[config.mk]
export PLATFORM = sky130hd
export DESIGN_NAME = branch_redirect_ctrl
export DESIGN_NICKNAME = d
export VERILOG_FILES = /design/src/rtl/branch_redirect_ctrl.sv
export SDC_FILE = /design/constraint.sdc
export NUM_CORES = 1
export LEC_CHECK = 0
export BUFFER_PORTS_ARGS = -buffer_cell sky130_fd_sc_hd__buf_2
export CAP_MARGIN = 20
export CORE_MARGIN = 8
export CORE_UTILIZATION = 40
export CTS_BUF_LIST = sky130_fd_sc_hd__clkbuf_2 sky130_fd_sc_hd__clkbuf_4 sky130_fd_sc_hd__clkbuf_8
export DETAILED_ROUTE_END_ITERATION = 12
export PLACE_DENSITY_LB_ADDON = 0.1
export SYNTH_ARGS = -nofsm -noshare
export SYNTH_HDL_FRONTEND = slang
export SYNTH_SLANG_ARGS = --single-unit
[constraint.sdc]
create_clock -name clk -period 2.5 [get_ports clk]
set_input_delay 0.25 -clock clk [delete_from_list [all_inputs] [get_ports clk]]
set_output_delay 0.25 -clock clk [all_outputs]
set_load 0.005 [all_outputs]
[src/rtl/branch_redirect_ctrl.sv]
// Branch/jump redirect sequencer: latches a taken target, handshakes the redirect to fetch, then drains.
// Optional statistics counters are built when BRANCH_REDIRECT_CTRL_STATS_EN is defined.
module branch_redirect_ctrl #(
    parameter int XLEN         = 32,
    parameter int FLUSH_CYCLES = 2,
    parameter int CNT_WIDTH    = 32
) (
    input  logic                 clk,
    input  logic                 reset_n,
    input  logic                 ex_valid,
    input  logic                 jack,
    input  logic                 je,
    input  logic [XLEN-1:0]      target_pc,
    output logic                 redirect_valid,
    output logic [XLEN-1:0]      redirect_pc,
    input  logic                 redirect_ready,
    output logic                 flush,
    output logic                 ex_stall,
    output logic                 busy,
    output logic [CNT_WIDTH-1:0] branch_count,
    output logic [CNT_WIDTH-1:0] taken_count
);

    // state    | meaning
    // IDLE     | waiting for a taken resolution from the JBU
    // REDIRECT | redirect_valid high until fetch accepts it
    // DRAIN    | flushing wrong-path instructions, counter runs down to 0
    typedef enum logic [1:0] {
        IDLE     = 2'd0,
        REDIRECT = 2'd1,
        DRAIN    = 2'd2
    } state_t;

    localparam logic [3:0] DRAIN_LOAD = (FLUSH_CYCLES == 0) ? 4'd0 : 4'(FLUSH_CYCLES - 1);

    state_t            state_q, state_d;
    logic [3:0]        cnt_q, cnt_d;
    logic [XLEN-1:0]   pc_q, pc_d;
    logic              rv_q, rv_d;
    logic              fl_q, fl_d;

    always_comb begin
        state_d = state_q;
        cnt_d   = cnt_q;
        pc_d    = pc_q;
        case (state_q)
            IDLE: begin
                if (ex_valid && jack && je) begin
                    pc_d    = {target_pc[XLEN-1:1], 1'b0};
                    state_d = REDIRECT;
                end
            end
            REDIRECT: begin
                if (redirect_ready) begin
                    if (FLUSH_CYCLES == 0) begin
                        state_d = IDLE;
                    end else begin
                        cnt_d   = DRAIN_LOAD;
                        state_d = DRAIN;
                    end
                end
            end
            DRAIN: begin
                if (cnt_q == 4'd0) begin
                    state_d = IDLE;
                end else begin
                    cnt_d = cnt_q - 4'd1;
                end
            end
            default: state_d = IDLE;
        endcase
        // outputs are registered copies of the next-state decode
        rv_d = (state_d == REDIRECT);
        fl_d = (state_d != IDLE);
    end

    always_ff @(posedge clk or negedge reset_n) begin
        if (!reset_n) begin
            state_q <= IDLE;
            cnt_q   <= 4'd0;
            pc_q    <= '0;
            rv_q    <= 1'b0;
            fl_q    <= 1'b0;
        end else begin
            state_q <= state_d;
            cnt_q   <= cnt_d;
            pc_q    <= pc_d;
            rv_q    <= rv_d;
            fl_q    <= fl_d;
        end
    end

    assign redirect_valid = rv_q;
    assign redirect_pc    = pc_q;
    assign flush          = fl_q;
    assign ex_stall       = fl_q;
    assign busy           = fl_q;

`ifdef BRANCH_REDIRECT_CTRL_STATS_EN
    logic [CNT_WIDTH-1:0] bcnt_q, bcnt_d;
    logic [CNT_WIDTH-1:0] tcnt_q, tcnt_d;

    always_comb begin
        bcnt_d = bcnt_q;
        tcnt_d = tcnt_q;
        if (state_q == IDLE && ex_valid && jack) begin
            bcnt_d = bcnt_q + {{(CNT_WIDTH-1){1'b0}}, 1'b1};
            if (je) begin
                tcnt_d = tcnt_q + {{(CNT_WIDTH-1){1'b0}}, 1'b1};
            end
        end
    end

    always_ff @(posedge clk or negedge reset_n) begin
        if (!reset_n) begin
            bcnt_q <= '0;
            tcnt_q <= '0;
        end else begin
            bcnt_q <= bcnt_d;
            tcnt_q <= tcnt_d;
        end
    end

    assign branch_count = bcnt_q;
    assign taken_count  = tcnt_q;
`else
    assign branch_count = '0;
    assign taken_count  = '0;
`endif

endmodule
### Word-level counts from Yosys, hierarchy flattened

Index checks and enable logic that the tools add are counted.

* logic and storage cells: 26
* bits of input ports: 38
* bits in registers: 39
* output and inout bits: 100

* multiplexer cells: 7
* equal/unequal tests: 5
* reductions and logical operators: 8
* add/sub/neg operators: 1

Operators by type and width (count)
* $mux W4: 2
* $pmux W4 S2: 1
* $mux W2: 3
* $pmux W2 S3: 1
* $eq A2 B1 Y1 const B: 2
* $logic_not A4 Y1: 1
* $ne A2 B2 Y1 const B: 2
* $reduce_bool A2 Y1: 2
* $sub A4 B1 Y4 const B: 1
* $reduce_and A3 Y1: 1
* $eq A2 B2 Y1 const B: 1
* $logic_and A1 B1 Y1: 2
* $logic_not A2 Y1: 1
* $reduce_and A2 Y1: 1

### Logic depth before layout (Yosys ltp)

* word-level depth: 5
* gate-level depth with buffers: 5
* depth with buffers taken out: 5

### Least setup slack after synthesis

Ideal clock, no wire load.

* kind: register to register
* start point: reg state_q[1]
* end point: reg pc_q[11] (netlist: redirect_pc[11])
* library setup time: 125 ps
* path buffers: 2
* period minus slack after synthesis: 1409 ps
* cell stages (with the launch flop): 6
* setup slack: 1091 ps
* required time: 2375 ps
* data arrival time: 1284 ps
* cell sequence: dfrtp_1 -> nor2_1 -> and4_4 -> buf_6 -> buf_12 -> mux2_4

* cells in the longest elaborated chain, start to end: 2

RTL lines
* start, declared: RTL line 36 `state_t state_q, state_d;`
* start signal, assigned: RTL line 85 `state_q <= state_d;`
* $logic_not A2 Y1: RTL line 46 `case (state_q)`
* $reduce_and A2 Y1 (no line)
* end signal, assigned: RTL line 87 `pc_q <= pc_d;`
* end, declared: RTL line 38 `logic [XLEN-1:0] pc_q, pc_d;`

No other way between the ends.
A chain may end at the register's enable or synchronous reset.

### Worst setup path in the final report

Same ends and word-level chain as after synthesis.

==> run_results.csv <==
group,metric,value,unit
status,status,"complete, no violations",
sta,slew_headroom,44.5,%
synth,synth_cell_type_count,22,
critical_path,critical_path_class,"flop to flop",
synth,ys_seq_area_share,44.2,%
clock_network,cts_setup_buffers,0,
clock_network,h-tree-depth,2,
finish,final_net_count,284,
hold_path,min_path_type,"input pin to async pin",
clock_network,tritoncts,"built",
synth,avgSynthCellArea,12.8,µm²
floorplanning,dieArea,8150,µm²
synth,netlist.area_leader.share,44.2,%
detailed_routing,drc_errors,0,
floorplanning,row_count,27,
clock_network,post_cts_resized,0,
power_and_ir_drop,power,2.58,mW
clock_network,clk_path_buf_depth,2,
power_and_ir_drop,power_density,1050,nW/µm²
synth,synth-seq-cells,39,
place,port_buffers,71,
critical_path,cp-end-kind,"flop",
power_and_ir_drop,leakage,1.34,nW
detailed_routing,drt_iter0_drc,26,
sta,min_period,1.71,ns
detailed_routing,viasPerCell,3.83,
synth,synth_area,2210,µm²
clock_network,clk_pin_slew_worst_paths,0.07,ns
finish,layout-drive-gt1-share,46.1,%
clock_network,cts_buffers,5,
global_route,grt_usage,10.7,%
detailed_routing,wirelength,4.24,mm
synth,yosys_warnings,0,
floorplanning,start_util,40.9,%
clock_network,clk_latency,0.28,ns
sta,grt_setup_unrepaired,"false",
global_route,antenna_found_initial,0,
synth,syn_inst,172,
global_route,grt_pass1_vias,1449,
sta,worst_pin_slew,0.833,ns
clock_network,cts_sinks,39,
critical_path,critPathMaxFanout,16,
finish,diodes,0,
global_route,grt_first_pass_wirelength,7.11,mm
clock_network,holdBufCountCts,0,
critical_path,cp-start-kind,"flop",
place,dp_hpwl,3.34,mm
critical_path,critPathArrivalTime,1.88,ns
place,place.gp.congestion,0.738,
detailed_routing,wl_per_cell,13.4,µm
detailed_routing,dr.pass1.iters,4,
power_and_ir_drop,peakVddDrop,0.309,mV
sta,setup_tns,0,ns
floorplanning,io_pins,138,
floorplanning,core,5410,µm²
place,placed_area,2340,µm²
detailed_routing,ant_nets,0,
sta,final_max_slew_viol_count,0,
finish,stdcell_area,2440,µm²
synth,yosysTopAreaCell,"dfrtp_1",
global_route,grt_max_degree,40,
synth,synth.area.top_cells,"dfrtp_1, buf_4, mux2_4",
sta,min_period_over_period,68.6,%
global_route,grt_overflow,0,
floorplanning,fp.dieH,90.3,µm
sta,finalSetupViolCount,0,
sta,fin_skew,0.00514,ns
clock_network,root_buffer,"clkbuf_8",
sta,max_freq,583,MHz
run,max-cap-violations,0,
finish,area_delta_synth_final,10.7,%
sta,final-hold-violation-count,0,
critical_path,cp.required,2.67,ns
detailed_routing,vias,1213,
floorplanning,dieWidth,90.3,µm
-- worst paths after layout --
kind                       slack [ns]                           to  cells after the start                       start
max                              0.79  redirect_pc[11]$_DFFE_PN0P_                      4        state_q[1]$_DFF_PN0_
min                              0.07   redirect_pc[2]$_DFFE_PN0P_                      1                     reset_n
max reg2reg                      0.79  redirect_pc[11]$_DFFE_PN0P_                      4        state_q[1]$_DFF_PN0_
min reg2reg                      0.51   redirect_pc[4]$_DFFE_PN0P_                      1  redirect_pc[4]$_DFFE_PN0P_
max in group asynchronous        1.91  redirect_pc[13]$_DFFE_PN0P_                      1                     reset_n
min in group clk                 0.19  redirect_pc[28]$_DFFE_PN0P_                      2               target_pc[28]
-- cells in the mapped netlist, drive strengths merged --
cell type  count
nor4b          1
nand2          5
buf           71
nand3b         2
dfrtp         39
and4           1
nand4          1
o21ai          4
nand2b         2
mux2          32
conb           1
nand3          3
inv            2
nor2b          1
ha             2
mux2i          2
nor2           2
or2b           1
-- area by class of cell --
class	instances	area, µm²
Timing Repair Buffer	72	375
Sequential cell	39	976
Fill cell	527	2960
Tap cell	72	90.1
Multi-Input combinational cell	124	891
Clock buffer	8	104
Inverter	2	7.51
-- routing by layer --
| metal | global-route usage (%) | up-vias | routed length [µm] |
|---|---|---|---|
| met4 | 4.58 | 0 | 57 |
| li1 | - | 576 | - |
| met2 | 15.8 | 78 | 1870 |
| met5 | 0 | - | 0 |
| met1 | 13.4 | 555 | 1990 |
| met3 | 4.32 | 4 | 327 |
-- metrics by stage --
stage,hold slack (ns),std cells,utilization (%),setup slack [ns]
final,0.0672,317,45.2,0.786
after global routing,0.141,317,45.2,0.705
after floorplan,-0.0456,236,-,1.09
after detailed placement,0.418,309,43.3,0.792
after CTS,0.0976,317,45.2,0.773
after global placement,0.421,309,43.3,0.797
-- layout by cell type, fill, tap and decap left out --
master / Yosys / layout
o21ai_0: 3 / 3
dfrtp_1: 39 / 39
clkbuf_8: 0 / 7
nand2_1: 5 / 5
nand2b_1: 2 / 2
mux2_2: 2 / 2
buf_12: 3 / 1
o21ai_1: 1 / 1
or2b_1: 1 / 1
and4_4: 1 / 1
ha_1: 2 / 2
nor2_1: 2 / 2
buf_2: 0 / 71
nor2b_1: 1 / 1
conb_1: 1 / 65
inv_1: 2 / 2
nor4b_1: 1 / 1
nand3b_1: 2 / 2
mux2_4: 30 / 30
clkbuf_4: 0 / 1
mux2i_1: 2 / 2
nand3_1: 3 / 3
nand4_1: 1 / 1
-- flip-flops by register name (all words and copies together), names as in the netlist --
register,flops
state_q,2
redirect_valid,1
busy,1
redirect_pc,31
cnt_q,4
-- report_power, final --
| part | total (mW) | internal (mW) | switching (mW) |
|---|---|---|---|
| sequential | 1.10 | 0.939 | 0.165 |
| combinational | 1.01 | 0.627 | 0.384 |
| clock | 0.463 | 0.262 | 0.201 |
| total | 2.58 | 1.83 | 0.750 |
-- cell families (layout without fill, tap and decap cells) --
logic type               Yosys count  after routing  synth area share (%)
AO/OA/AOI/OAI                      4              4                 0.906
flip-flops                        39             39                  44.2
buffers and inverters             73             82                  26.3
AND/OR/NAND/NOR                   19             19                  4.93
multiplexers                      34             34                  22.3
other                              1             65                 0.170
adder cells (fa/ha/maj)            2              2                  1.13
-- worst max-delay path: stages, from the launching register on --
cell and delay (ns):
dfrtp_1 0.42, nor2_1 0.16, and4_4 0.47, buf_12 0.23, mux2_4 0.31
(Power assumes the default switching activity.)
